## src/rtl/fixed_point_pkg.sv

```systemverilog
// Shared fixed-point definitions for the FFT datapath multiplier and divider.
// Words are sign-magnitude: {sign, integer bits, FRAC fraction bits}.
package fixed_point_pkg;

    localparam int WIDTH = 16;
    localparam int FRAC  = 8;

    typedef logic [WIDTH-1:0] fixed_t;

    typedef enum logic [1:0] {
        IDLE,
        BUSY,
        DONE
    } div_state_t;

endpackage

```

## src/rtl/fixed_point_div_step.sv

```systemverilog
// One restoring-division step: shift the next numerator bit into the remainder,
// subtract the divisor when it fits and emit the matching quotient bit.
module fixed_point_div_step #(
    parameter int WIDTH = 16
) (
    input  logic [WIDTH-1:0] rem,
    input  logic [WIDTH-2:0] divisor,
    input  logic             next_bit,
    output logic [WIDTH-1:0] rem_next,
    output logic             q_bit
);

    logic [WIDTH:0] shifted;
    logic [WIDTH:0] dsr_ext;

    assign shifted = {rem, next_bit};
    assign dsr_ext = {2'b00, divisor};
    assign q_bit   = (shifted >= dsr_ext);

    // The remainder never reaches the divisor, so the carry-out bit is always zero.
    assign rem_next = WIDTH'(q_bit ? shifted - dsr_ext : shifted);

endmodule

```

## src/rtl/fixed_point_divide.sv

```systemverilog
// Sequential sign-magnitude fixed-point divider, one quotient bit per cycle.
// Saturates on overflow and on divide by zero; one division in flight.
module fixed_point_divide #(
    parameter int WIDTH = fixed_point_pkg::WIDTH,
    parameter int FRAC  = fixed_point_pkg::FRAC
) (
    input  logic             clk,
    input  logic             rst,
    input  logic             in_valid,
    output logic             in_ready,
    input  logic [WIDTH-1:0] dividend,
    input  logic [WIDTH-1:0] divisor,
    output logic             out_valid,
    input  logic             out_ready,
    output logic [WIDTH-1:0] quotient,
    output logic             overflow,
    output logic             div_by_zero
);

    import fixed_point_pkg::*;

    localparam int MAG_W = WIDTH - 1;
    localparam int N     = WIDTH - 1 + FRAC;
    localparam int CNT_W = $clog2(N + 1);
    localparam logic [CNT_W-1:0] LAST = CNT_W'(N - 1);

    div_state_t       state, state_nxt;
    logic [N-1:0]     num_sr;
    logic [N-2:0]     quo_sr;
    logic [WIDTH-1:0] rem;
    logic [MAG_W-1:0] dsr_mag;
    logic             sign;
    logic [CNT_W-1:0] cnt;

    logic             accept;
    logic             zero_div;
    logic             in_sign;
    logic [WIDTH-1:0] rem_nxt;
    logic             q_bit;
    logic [N-1:0]     quo_full;
    logic             ovf_res;
    logic [MAG_W-1:0] res_mag;
    logic [WIDTH-1:0] result;

    assign in_ready  = (state == IDLE);
    assign out_valid = (state == DONE);
    assign accept    = in_valid && in_ready;
    assign zero_div  = (divisor[MAG_W-1:0] == '0);
    assign in_sign   = dividend[WIDTH-1] ^ divisor[WIDTH-1];

    fixed_point_div_step #(
        .WIDTH (WIDTH)
    ) u_step (
        .rem      (rem),
        .divisor  (dsr_mag),
        .next_bit (num_sr[N-1]),
        .rem_next (rem_nxt),
        .q_bit    (q_bit)
    );

    assign quo_full = {quo_sr, q_bit};

    // Final result formatting, only captured on the last iteration.
    always_comb begin
        ovf_res = |quo_full[N-1:MAG_W];
        res_mag = ovf_res ? {MAG_W{1'b1}} : quo_full[MAG_W-1:0];
        result  = {sign && (res_mag != '0), res_mag};
    end

    always_ff @(posedge clk or posedge rst) begin
        if (rst) state <= IDLE;
        else     state <= state_nxt;
    end

    always_comb begin
        state_nxt = state;
        unique case (state)
            IDLE:    if (accept) state_nxt = zero_div ? DONE : BUSY;
            BUSY:    if (cnt == LAST) state_nxt = DONE;
            DONE:    if (out_ready) state_nxt = IDLE;
            default: state_nxt = IDLE;
        endcase
    end

    always_ff @(posedge clk or posedge rst) begin
        if (rst) begin
            num_sr      <= '0;
            quo_sr      <= '0;
            rem         <= '0;
            dsr_mag     <= '0;
            sign        <= 1'b0;
            cnt         <= '0;
            quotient    <= '0;
            overflow    <= 1'b0;
            div_by_zero <= 1'b0;
        end else begin
            unique case (state)
                IDLE: if (accept) begin
                    sign    <= in_sign;
                    num_sr  <= {dividend[MAG_W-1:0], {FRAC{1'b0}}};
                    dsr_mag <= divisor[MAG_W-1:0];
                    rem     <= '0;
                    quo_sr  <= '0;
                    cnt     <= '0;
                    if (zero_div) begin
                        quotient    <= {in_sign, {MAG_W{1'b1}}};
                        overflow    <= 1'b0;
                        div_by_zero <= 1'b1;
                    end
                end
                BUSY: begin
                    rem    <= rem_nxt;
                    quo_sr <= quo_full[N-2:0];
                    num_sr <= {num_sr[N-2:0], 1'b0};
                    cnt    <= cnt + 1'b1;
                    if (cnt == LAST) begin
                        quotient <= result;
                        overflow <= ovf_res;
                    end
                end
                DONE: if (out_ready) begin
                    overflow    <= 1'b0;
                    div_by_zero <= 1'b0;
                end
                default: ;
            endcase
        end
    end

endmodule

```

## config.mk

```make
export PLATFORM = sky130hd
export DESIGN_NAME = fixed_point_divide
export DESIGN_NICKNAME = d
export VERILOG_FILES = /design/src/rtl/fixed_point_pkg.sv /design/src/rtl/fixed_point_div_step.sv /design/src/rtl/fixed_point_divide.sv
export SDC_FILE = /design/constraint.sdc
export NUM_CORES = 1
export LEC_CHECK = 0
export BUFFER_PORTS_ARGS = -buffer_cell sky130_fd_sc_hd__buf_2
export CAP_MARGIN = 15
export CORE_ASPECT_RATIO = 0.6
export CORE_UTILIZATION = 27
export CTS_BUF_LIST = sky130_fd_sc_hd__clkbuf_16
export CTS_CLUSTER_DIAMETER = 80
export CTS_CLUSTER_SIZE = 30
export DETAILED_ROUTE_END_ITERATION = 8
export PLACE_DENSITY = 0.49
export SYNTH_ARGS = -nofsm -noshare
export SYNTH_HDL_FRONTEND = slang
export SYNTH_SLANG_ARGS = --single-unit
```

## constraint.sdc

```tcl
create_clock -name clk -period 9.45 [get_ports clk]
set_clock_uncertainty 0.2 [all_clocks]
set_input_delay 1.4175 -clock clk [delete_from_list [all_inputs] [get_ports clk]]
set_output_delay 1.4175 -clock clk [all_outputs]
set_load 0.03 [all_outputs]
```

After elaboration in Yosys (flattened, before gate mapping) --
Cells that the tools add are included. Widths: inputs -> output; s select.
Operators by class: add/sub/neg operators 2, magnitude comparators 1, equality and inequality tests 7, mux-type cells 27, bitwise gates (word level) 1, reduce and logical (&&, ||, !) cells 15
Operators by type and width (count):
- $mux 16 | 5
- $pmux 16 s2 | 2
- $pmux 23 s2 | 1
- $pmux 22 s2 | 1
- $mux 23 | 1
- $mux 22 | 1
- $ge 17x15->1 | 1
- $sub 16x15->16 | 1
- $logic_not 15->1 | 1
- $mux 15 | 1
- $reduce_bool 15->1 | 1
- $pmux 5 s2 | 1
- $mux 2 | 4
- $reduce_and 4->1 | 2
- $reduce_or 8->1 | 1
- $mux 1 | 6
- $ne 2x1->1 const B | 3
- $pmux 2 s3 | 1
- $add 5x1->5 const B | 1
- $eq 5x5->1 const B | 1
- $mux 5 | 1
- $reduce_and 5->1 | 1
- $reduce_and 2->1 | 2
- $reduce_bool 2->1 | 2
- 10 further kinds | 11
Storage, ports and cells: register bits 102, bits of input ports 36

Logic depth before layout (Yosys ltp) --
Gate-level depths: netlist of run 1.
word-level depth 6, gate-level depth with buffers 11

Cells and area by module --
From an unflattened synthesis of run 1, not the netlist that was laid out.
Unflattened totals: cells, all modules 608, area total of the unflattened synthesis 5321.4 um^2
By module, submodules not included:
- fixed_point_divide | instances 1, cells each 450, area an instance 4080.2 um^2
- fixed_point_div_step | instances 1, cells each 158, area an instance 1241.2 um^2

Least setup slack after synthesis of run 1 --
Ideal clock, no wire load.
kind in2reg, start input port divisor[6], end register quotient[4], setup time 66 ps, arrival time 2708 ps, required time 9184 ps, setup slack 6475 ps, stages on the path 6, cell sequence nor4_1 > nand4_1 > nor3_1 > o32a_1 > clkbuf_1 > o32a_1
On the way: cells in the longest elaborated chain, start to end 3
Ends and longest elaborated chain:
- from (decl) | RTL line fixed_point_divide.sv:12 | input logic [WIDTH-1:0] divisor,
- $logic_not 15->1 | RTL line fixed_point_divide.sv:48 | assign zero_div = (divisor[MAG_W-1:0] == '0);
- $ne 2x1->1 (no line)
- $reduce_and 4->1 (no line)
- to (signal assigned) | RTL line fixed_point_divide.sv:106 | quotient <= {in_sign, {MAG_W{1'b1}}};
- to (signal assigned) | RTL line fixed_point_divide.sv:117 | quotient <= result;
- to (decl) | RTL line fixed_point_divide.sv:15 | output logic [WIDTH-1:0] quotient,
No other way between the ends. A chain may end at the register's enable or synchronous reset.

Final worst setup path of run 1 --
start input port divisor[0], end register quotient[4]
The elaborated chain is that of the path after synthesis.

==> results.md, run 1 <==
- F_max: 290 MHz
- Synth Flop Type: dfrtp_1
- Layout area overhead: 16.6%
- Mapped Area: 0.00482 sq mm
- TritonCTS Buffers: 9
- Max-slew violation count: 0
- Postcts setup bufs: 0
- Final period util: 36.4%
- WL/cell: 15.1 um
- Final nets: 637
- Worst setup SP type: primary input
- Synth top area cells: dfrtp_1 49%, nand2_1 9.1%, o21ai_0 5.3%
- Tmin final: 3440 ps
- Status: complete, no violations
- Synth Instances: 544
- CTS Sinks: 94
- Post-Syn Nets: 598
- Most common cell in the netlist: nand2_1
- First-pass GRT wire length: 20.1 mm
- Synth Register Bits: 94
- Diode count: 0
- HP Class: reg -> reg
- Placed Cells incl. Taps: 806
- Slew HR: 34.1%
- Height of the die: 105 um
- Worst-margin pin slew: 988 ps
- Largest net degree at the start of global routing: 78
- Setup tns final: 0 ps
- CTS tree: built
- Yosys warns: 0
- EDFF count, synth: 0
- Number of global-route vias before repair: 3752
- Die Wd: 174 um
- GRT Overall Usage: 13.9%
- Drt total wl: 12.4 mm
- DR pass1 iterations: 5
- Dpl ws: 5620 ps
- Max IR drop VDD: 0.116 mV
- Worst EP arrival: 3530 ps
- Fraction of layout cells with a size suffix above 1: 14.5%
- Worst path required time: 9540 ps
- Final cell count without fillers: 822
- Syn avg cell area: 8.85 sq um
- CTS-repair resized insts: 0
- Worst-path clk slew: 80 ps
- Worst-case clock buffer depth: 2
- DR vias: 3988
- Synth unique cells: 51
- Endpoints failing setup: 0
- IO buf count: 55
- GRT Residual Overflow: 0
- Crit-path max FO: 24
- Post-synth top cells: 117 x nand2_1, 94 x dfrtp_1, 51 x o21ai_0, 35 x nor2_1, 32 x nand3_1
- Leak: 2.55 nW
- GPL Wtd Cong: 0.861
- Crit Path Class: in -> reg
- Max Cap Viol: 0
- Core area: 0.0173 sq mm
- PnR worst setup slack: 6010 ps
- Root Driver: clkbuf_16
- Residual DRC count: 0
- # IOs: 56
- Critical path endpoint category: flip-flop
- Antenna-violating nets left: 0
- Clk_lat worst skew: 340 ps
- Sequential fraction of the synthesis area: 48.8%
- Initial core utilization: 27.9%
- RSZ-0062 raised after global routing: no
- Top cell type's share of synthesized area: 48.8%
- Area leader, netlist: dfrtp_1
- Final Hold Vio Count: 0
- P per Cell Area: 409 mW/mm^2
- Hpwl dp: 8.71 mm
- Initial antenna violation count: 0
- Die area: 0.0184 sq mm
- Post-synth ARST share: 100%
- Via density per instance: 4.85
- Post-CTS Hold Buffers: 0
- FILL cells: 1827
- First DRT Iteration DRCs: 279
- Std-Cell Rows: 37
- CTS H-tree depth: 3
- WHS: 286 ps
## cell usage in the layout, fill, tap and decap left out, drive strengths merged, types with 4 or more instances in the layout
| cell | netlist | routed |
|---|---|---|
| a22oi | 14 | 14 |
| nand3 | 32 | 32 |
| xnor2 | 6 | 6 |
| nand4 | 7 | 7 |
| a21oi | 23 | 23 |
| clkbuf | 27 | 9 |
| nand2b | 5 | 5 |
| nor4 | 9 | 9 |
| nor2 | 35 | 35 |
| o21bai | 5 | 5 |
| o31ai | 4 | 4 |
| dfrtp | 94 | 94 |
| ha | 17 | 17 |
| nor3 | 8 | 8 |
| o21ai | 51 | 51 |
| inv | 25 | 28 |
| xor2 | 8 | 8 |
| nand2 | 117 | 117 |
| a31oi | 6 | 6 |
| buf | 5 | 60 |
| o22a | 7 | 7 |
## final timing paths
path / endpoint / cells after the start / from / slack, ps
setup / recovery: quotient[4] / 6 / divisor[0] / 6010
hold / removal: num_sr[17] / 2 / num_sr[17] / 290
setup reg to reg: quotient[15] / 7 / rem[9] / 6140
hold reg to reg: num_sr[17] / 2 / num_sr[17] / 290
max in group asynchronous: rem[13] / 3 / rst / 6970
min in group asynchronous: num_sr[13] / 2 / rst / 800
## layout make-up
class | count | area, sq um | area share, %
Sequential cell | 94 | 2350 | 41.9
Tap cell | 234 | 293 | 5.21
Inverter | 25 | 95.1 | 1.69
Clock buffer | 9 | 225 | 4.01
Clock inverter | 7 | 87.6 | 1.56
Multi-Input combinational cell | 393 | 2250 | 40.1
Timing Repair Buffer | 60 | 313 | 5.57
## state kept, by name, indices dropped and copies added, names as in the netlist
signal	count
cnt	5
div_by_zero	1
dsr_mag	15
num_sr	15
overflow	1
quo_sr	22
quotient	16
rem	16
sign	1
state	2
## metal layers
metal	up-vias	share of wire (%)	global-route usage, %	wire length [um]
met5	-	0	0	0
met4	0	0.61	2.63	76
met3	6	4.8	3.39	599
met2	105	40	19.2	4970
met1	1904	54	21.5	6750
li1	1973	-	-	-
## power breakdown
group | switching [W] | leakage [nW] | internal, W
clock network | 0.000175 | 0.148 | 0.000212
logic | 0.000724 | 1.24 | 0.000454
registers | 0.000138 | 1.16 | 0.000594
## cells by family (layout without fill, tap and decap cells)
family                   count (synthesis)  count (layout)  synth area share [%]
XOR/XNOR                                14              14                  2.55
adder cells (fa/ha/maj)                 18              18                  4.83
buffers and inverters                   57             101                  4.62
AO/OA/AOI/OAI                          135             135                  18.5
flip-flops                              94              94                  48.8
AND/OR/NAND/NOR                        226             226                  20.7
## worst max-delay path, stage by stage
cell     delay, ps
buf_2          100
nor3_1         450
nand4_1        300
nor3_1         200
o32a_1         750
o32a_1         290
## through the flow
stage	util [%]	total power, W	area [sq um]
5_1_grt	32.5	0.00250	5620
2_1_floorplan	-	0.00163	4820
3_3_place_gp	30.7	0.00188	5300
4_1_cts	32.5	0.00231	5620
3_5_place_dp	30.7	0.00191	5300
6_report	32.5	0.00230	5620
No activity file was read; power rests on OpenSTA's default activity.
==> inputs of run 2 (changes only) <==
==> constraint.sdc (replaced) <==
create_clock -name clk -period 3.55 [get_ports clk]
set_clock_uncertainty 0.2 [all_clocks]
set_input_delay 0.5325 -clock clk [delete_from_list [all_inputs] [get_ports clk]]
set_output_delay 0.5325 -clock clk [all_outputs]
set_load 0.03 [all_outputs]
==> results.md, run 2 (synthesized netlist as in run 1, its figures left out) <==
- Worst setup SP type: flip-flop
- Most common cell after layout, fill and taps aside: nand2_1
- R2R setup slack: 490 ps (-5650 ps)
- Max IR drop VDD: 0.359 mV (+210%)
- Final period util: 86.2%
- Hpwl dp: 9.07 mm (+4.2%)
- Leak: 2.56 nW (+0.19%)
- Critical path endpoint category: flip-flop
- Number of cells on the critical path: 7 (+1)
- Largest net degree at the start of global routing: 66 (-15%)
- Worst reg2reg path endpoint: rem[13]
- Initial core utilization: 27.9% (unchanged)
- CTS tree: built
- RR Startpoint: rem[7]
- IO buf count: 55 (unchanged)
- Antenna-violating nets left: 0 (unchanged)
- Slew HR: 52.2% (+18 points)
- Worst-path clk slew: 70 ps (about the same)
- First DRT Iteration DRCs: 269 (-3.6%)
- P per Cell Area: 1080 mW/mm^2 (+160%)
- Final nets: 638 (+0.16%)
- Worst-case clock buffer depth: 2 (unchanged)
- Tmin final: 3060 ps
- Worst path required time: 3610 ps (-5930 ps)
- CTS Sinks: 94 (unchanged)
- GPL Wtd Cong: 0.841 (-2.4%)
- Die Wd: 174 um (unchanged)
- Initial antenna violation count: 0 (unchanged)
- TritonCTS Buffers: 9 (unchanged)
- GRT Residual Overflow: 0 (unchanged)
- Core area: 0.0173 sq mm (unchanged)
- Crit-path max FO: 12 (-50%)
- # IOs: 56 (unchanged)
- First-pass GRT wire length: 21.2 mm (+5.2%)
- Max Cap Viol: 0 (unchanged)
- CP max-delay cell: nor3_1
- Height of the die: 105 um (unchanged)
- CP delay by family, top: simple AND/OR/NAND/NOR gates
- Number of global-route vias before repair: 3898 (+3.9%)
- GRT Overall Usage: 14.7% (+0.76 points)
- Max-slew violation count: 0 (unchanged)
- Clk_lat worst skew: 340 ps (about the same)
- Largest register FFs: 22 (unchanged)
- Max stage delay on crit path: 560 ps (-190 ps)
- Reg with most FFs: quo_sr
- Sequence of cells on the critical path: ha_1, nand4_1, nor3_1, o31ai_2, nand2_1, nand2_1, o211ai_1
- Worst-case reg-to-reg path depth: 7 (unchanged)
- HP Class: in -> async
- F_max: 327 MHz
- CTS H-tree depth: 3 (unchanged)
- Setup tns final: 0 ps (unchanged)
- CP Buf/Inv Count: 0 (-1)
- Status: complete, no violations
- Via density per instance: 4.90 (+0.96%)
- Postcts setup bufs: 0 (unchanged)
- Biggest regs: quo_sr: 22 flops, quotient: 16 flops, rem: 16 flops
- Endpoints failing setup: 0 (unchanged)
- Std-Cell Rows: 37 (unchanged)
- Final Hold Vio Count: 0 (unchanged)
- CP Launch Point: rem[7]
- Most used cell, CP: nand2_1
- DR pass1 iterations: 4 (-1)
- Diode count: 0 (unchanged)
- Drt total wl: 12.9 mm (+3.7%)
- Worst-margin pin slew: 717 ps (-271 ps)
- DR vias: 4031 (+1.1%)
- Fraction of layout cells with a size suffix above 1: 14.6% (+0.15 points)
- Register Area: 0.00235 sq mm (unchanged)
- RSZ-0062 raised after global routing: no
- Post-CTS Hold Buffers: 0 (unchanged)
- Root Driver: clkbuf_16
- WL/cell: 15.6 um (+3.6%)
- Commonest cells after routing, fill and taps aside: 117 x nand2_1, 94 x dfrtp_1, 55 x buf_2
- Residual DRC count: 0 (unchanged)
- Worst EP arrival: 3120 ps (-410 ps)
- FILL cells: 1809 (-0.99%)
- Utilization after layout: 32.5% (about the same)
- CTS-repair resized insts: 0 (unchanged)
- Die area: 0.0184 sq mm (unchanged)
- Multi-input logic area: 0.00225 sq mm (unchanged)
- Layout area overhead: 16.5% (about the same)
- Crit Path Class: reg -> reg
- CP endpoint: rem[13]
[run 2: changes by cell type in the layout (fill, tap and decap cells not counted), sizes merged]
cell | previous run | this run
clkinvlp | 2 | 0
bufinv | 1 | 0
clkinv | 1 | 4
buf | 60 | 61
[run 2: power by group]
part           switching (W)  internal (W)  total, W
Sequential          0.000370       0.00158   0.00195
Combinational        0.00195       0.00121   0.00316
Clock               0.000460      0.000492  0.000952
Total                0.00278       0.00329   0.00606
[run 2: worst min path at each step]
stage	startpoint	to	slack [ps]
final	rst	num_sr[12]	40
after global routing	rst	num_sr[14]	80
after CTS	rst	rem[0]	60
after detailed placement	num_sr[20]	num_sr[20]	260
after global placement	num_sr[20]	num_sr[20]	260
after floorplan	num_sr[10]	num_sr[10]	250
[run 2: through the flow]
step	cells	cell area, sq um	power (W)	hold slack [ps]	setup slack (ps)
CTS	823	5610	0.00610	55.5	555
global route	823	5610	0.00660	79.4	306
detailed placement	807	5320	0.00512	263	572
finish	823	5610	0.00606	39.4	489
global placement	807	5320	0.00504	258	586
floorplan	544	4820	0.00433	246	369
[run 2: worst register-to-register path, cell delays in order (launching register included)]
cell,delay [ps]
dfrtp_1,410
ha_1,420
nand4_1,260
nor3_1,560
o31ai_2,180
nand2_1,420
nand2_1,270
o211ai_1,250
[run 2: layout make-up]
class                      count  share of cell area (%)
sequential                    94                    41.9
clock inverter                 7                    1.14
tap                          234                    5.22
clock buffer                   9                    4.01
multi-input combinational    393                    40.1
timing repair buffer          61                    5.93
inverter                      25                    1.69
[run 2: per-layer routing]
layer / part of all wire (%) / vias to the layer above / global-route usage (%)
li1: - / 1978 / -
met1: 55 / 1944 / 23.3
met2: 39 / 105 / 19.7
met3: 5.1 / 4 / 3.46
met4: 0.47 / 0 / 2.63
met5: 0 / - / 0
==> inputs of run 3 (changes only) <==
--- a/config.mk
+++ b/config.mk
@@ -5,7 +5,7 @@
 export SDC_FILE = /design/constraint.sdc
 export NUM_CORES = 1
 export LEC_CHECK = 0
-export BUFFER_PORTS_ARGS = -buffer_cell sky130_fd_sc_hd__buf_2
+export BUFFER_PORTS_ARGS = -buffer_cell sky130_fd_sc_hd__clkbuf_2
 export CAP_MARGIN = 15
 export CORE_ASPECT_RATIO = 0.6
 export CORE_UTILIZATION = 27
==> results.md, run 3 (synthesized netlist as in run 1, its figures left out) <==
- Final cell count without fillers: 824 (+0.12%)
- Sw Share: 45.4% (-0.36 points)
- Residual DRC count: 0 (unchanged)
- R2R setup slack: 590 ps (+100 ps)
- Grt met3 use: 3.35% (-0.11 points)
- Max-slew violation count: 0 (unchanged)
- GRT Overall Usage: 14.7% (+0.057 points)
- RSZ-0062 raised after global routing: no
- Die Wd: 174 um (unchanged)
- Placed inst area: 0.00533 sq mm (+0.14%)
- Leak: 2.57 nW (+0.51%)
- Max IR drop VDD: 0.341 mV (-5.0%)
- Number of global-route vias before repair: 3824 (-1.9%)
- GRT met1 Usage: 23.5% (+0.25 points)
- Diode count: 0 (unchanged)
- Postcts setup bufs: 0 (unchanged)
- DR vias: 4091 (+1.5%)
- Register Area: 0.00235 sq mm (unchanged)
- CTS tree: built
- Height of the die: 105 um (unchanged)
- Post-route cell area: 0.00564 sq mm (+0.45%)
- Worst setup SP type: flip-flop
- Clock share of power: 16.6% (+0.9 points)
- WL/cell: 15.6 um (about the same)
- Slew HR: 43.4% (-8.8 points)
- CTS H-tree depth: 3 (unchanged)
- Worst-path clk slew: 70 ps (about the same)
- GPL Wtd Cong: 0.827 (-1.7%)
- Drt total wl: 12.9 mm (about the same)
- TritonCTS Buffers: 9 (unchanged)
- Largest register FFs: 22 (unchanged)
- IO buf count: 55 (unchanged)
- Commonest cells after routing, fill and taps aside: 117 x nand2_1, 94 x dfrtp_1, 55 x clkbuf_2
- Most common cell after layout, fill and taps aside: nand2_1
- Initial antenna violation count: 0 (unchanged)
- Sequential power share: 31.7% (-0.5 points)
- P per Cell Area: 1090 mW/mm^2 (+0.93%)
- F_max: 338 MHz (+3.5%)
- Cell Int Power: 0.00335 W (+2.1%)
- Largest net degree at the start of global routing: 49 (-26%)
- Core area: 0.0173 sq mm (unchanged)
- First-pass GRT wire length: 21.3 mm (+0.49%)
- Post-CTS Hold Buffers: 0 (unchanged)
- First DRT Iteration DRCs: 268 (-0.37%)
- GRT Residual Overflow: 0 (unchanged)
- Worst-case reg-to-reg path depth: 7 (unchanged)
- Via density per instance: 4.96 (+1.4%)
- Layout area overhead: 17.0%
- Crit-path max FO: 12 (unchanged)
- Tmin final: 2960 ps (-102 ps)
- Worst path required time: 3580 ps (-30 ps)
- M2 GR Usage: 19.5% (-0.23 points)
- Multi-input logic area: 0.00225 sq mm (unchanged)
- Fraction of layout cells with a size suffix above 1: 14.7% (+0.14 points)
- Initial core utilization: 27.9% (unchanged)
- # IOs: 56 (unchanged)
- DR pass1 iterations: 4 (unchanged)
- Worst-case clock buffer depth: 2 (unchanged)
- Std-Cell Rows: 37 (unchanged)
- Final nets: 639 (+0.16%)
- Hpwl dp: 9.01 mm (-0.67%)
- Antenna-violating nets left: 0 (unchanged)
- CTS-repair resized insts: 0 (unchanged)
- Die area: 0.0184 sq mm (unchanged)
- HP Class: in -> async
- Crit Path Class: reg -> reg
- Placed Cells incl. Taps: 808 (+0.12%)
- Status: complete, no violations
- CTS Sinks: 94 (unchanged)
- Final Hold Vio Count: 0 (unchanged)
- Endpoints failing setup: 0 (unchanged)
- Critical path endpoint category: flip-flop
- Final period util: 83.3% (-2.9 points)
- Clk_lat worst skew: 340 ps (about the same)
- Most Used Layer, Global Route: met1
- Biggest regs: quo_sr: 22 flops, quotient: 16 flops, rem: 16 flops
- Worst EP arrival: 2990 ps (-130 ps)
- FILL cells: 1812 (+0.17%)
- Max Cap Viol: 0 (unchanged)
- Net switching power: 0.00279 W (+0.58%)
- Setup tns final: 0 ps (unchanged)
- Worst-margin pin slew: 848 ps (+131 ps)
- Comb pwr share: 51.7% (-0.4 points)
- Root Driver: clkbuf_16
- Worst reg2reg path endpoint: quotient[15]
- CP Launch Point: rem[9]
- RR Startpoint: rem[9]
- Reg with most FFs: quo_sr
-- run 3: cell types whose count changed in the layout (fill, tap and decap cells not counted) --
cell        previous run  this run
buf_2                 55         0
inv_8                  1         2
clkinv_2               1         2
bufinv_16              0         1
inv_6                  3         1
clkinvlp_4             0         2
clkbuf_2               0        55
buf_4                  5         6
clkinv_4               3         0
-- run 3: metal layers --
metal,vias up,share of wire (%)
li1,1985,-
met1,1997,55
met2,102,39
met3,7,5.1
met4,0,0.52
met5,-,0
-- run 3: area by class of cell --
cell class,instances,area share (%)
inverter,25,1.69
clock buffer,9,4.00
tap,234,5.19
sequential,94,41.7
multi-input combinational,393,39.9
timing repair buffer,62,6.04
clock inverter,7,1.44
-- run 3: per-stage QoR --
stage               hold WS [ps]  total power, W  setup WS [ps]  util (%)
CTS                          147         0.00616            607      32.6
finish                       112         0.00615            592      32.6
global placement             260         0.00505            547      30.9
global route                 185         0.00668            392      32.6
detailed placement           263         0.00513            617      30.9
floorplan                    246         0.00433            369         -
-- run 3: power groups by stage --
stage	combinational [W]	sequential (W)	clock, W
CTS	0.00317	0.00195	0.00104
global placement	0.00310	0.00196	0
finish	0.00318	0.00195	0.00102
detailed placement	0.00316	0.00197	0
floorplan	0.00230	0.00203	0
global route	0.00357	0.00202	0.00109
-- run 3: critical path: stages, from the launching register on --
cell	delay, ps
dfrtp_1	410
ha_1	380
a21oi_1	360
o21ai_0	140
a31oi_1	340
nand2_1	410
o311a_1	450
o22a_1	160
-- run 3: worst max-delay path by stage --
stage                   end  slack [ps]  depth (start not counted)
2_1_floorplan        cnt[0]         370                          1
6_report       quotient[15]         590                          7
5_1_grt        quotient[15]         390                          7
3_5_place_dp   quotient[15]         620                          7
3_3_place_gp        rem[13]         550                          7
4_1_cts        quotient[15]         610                          7
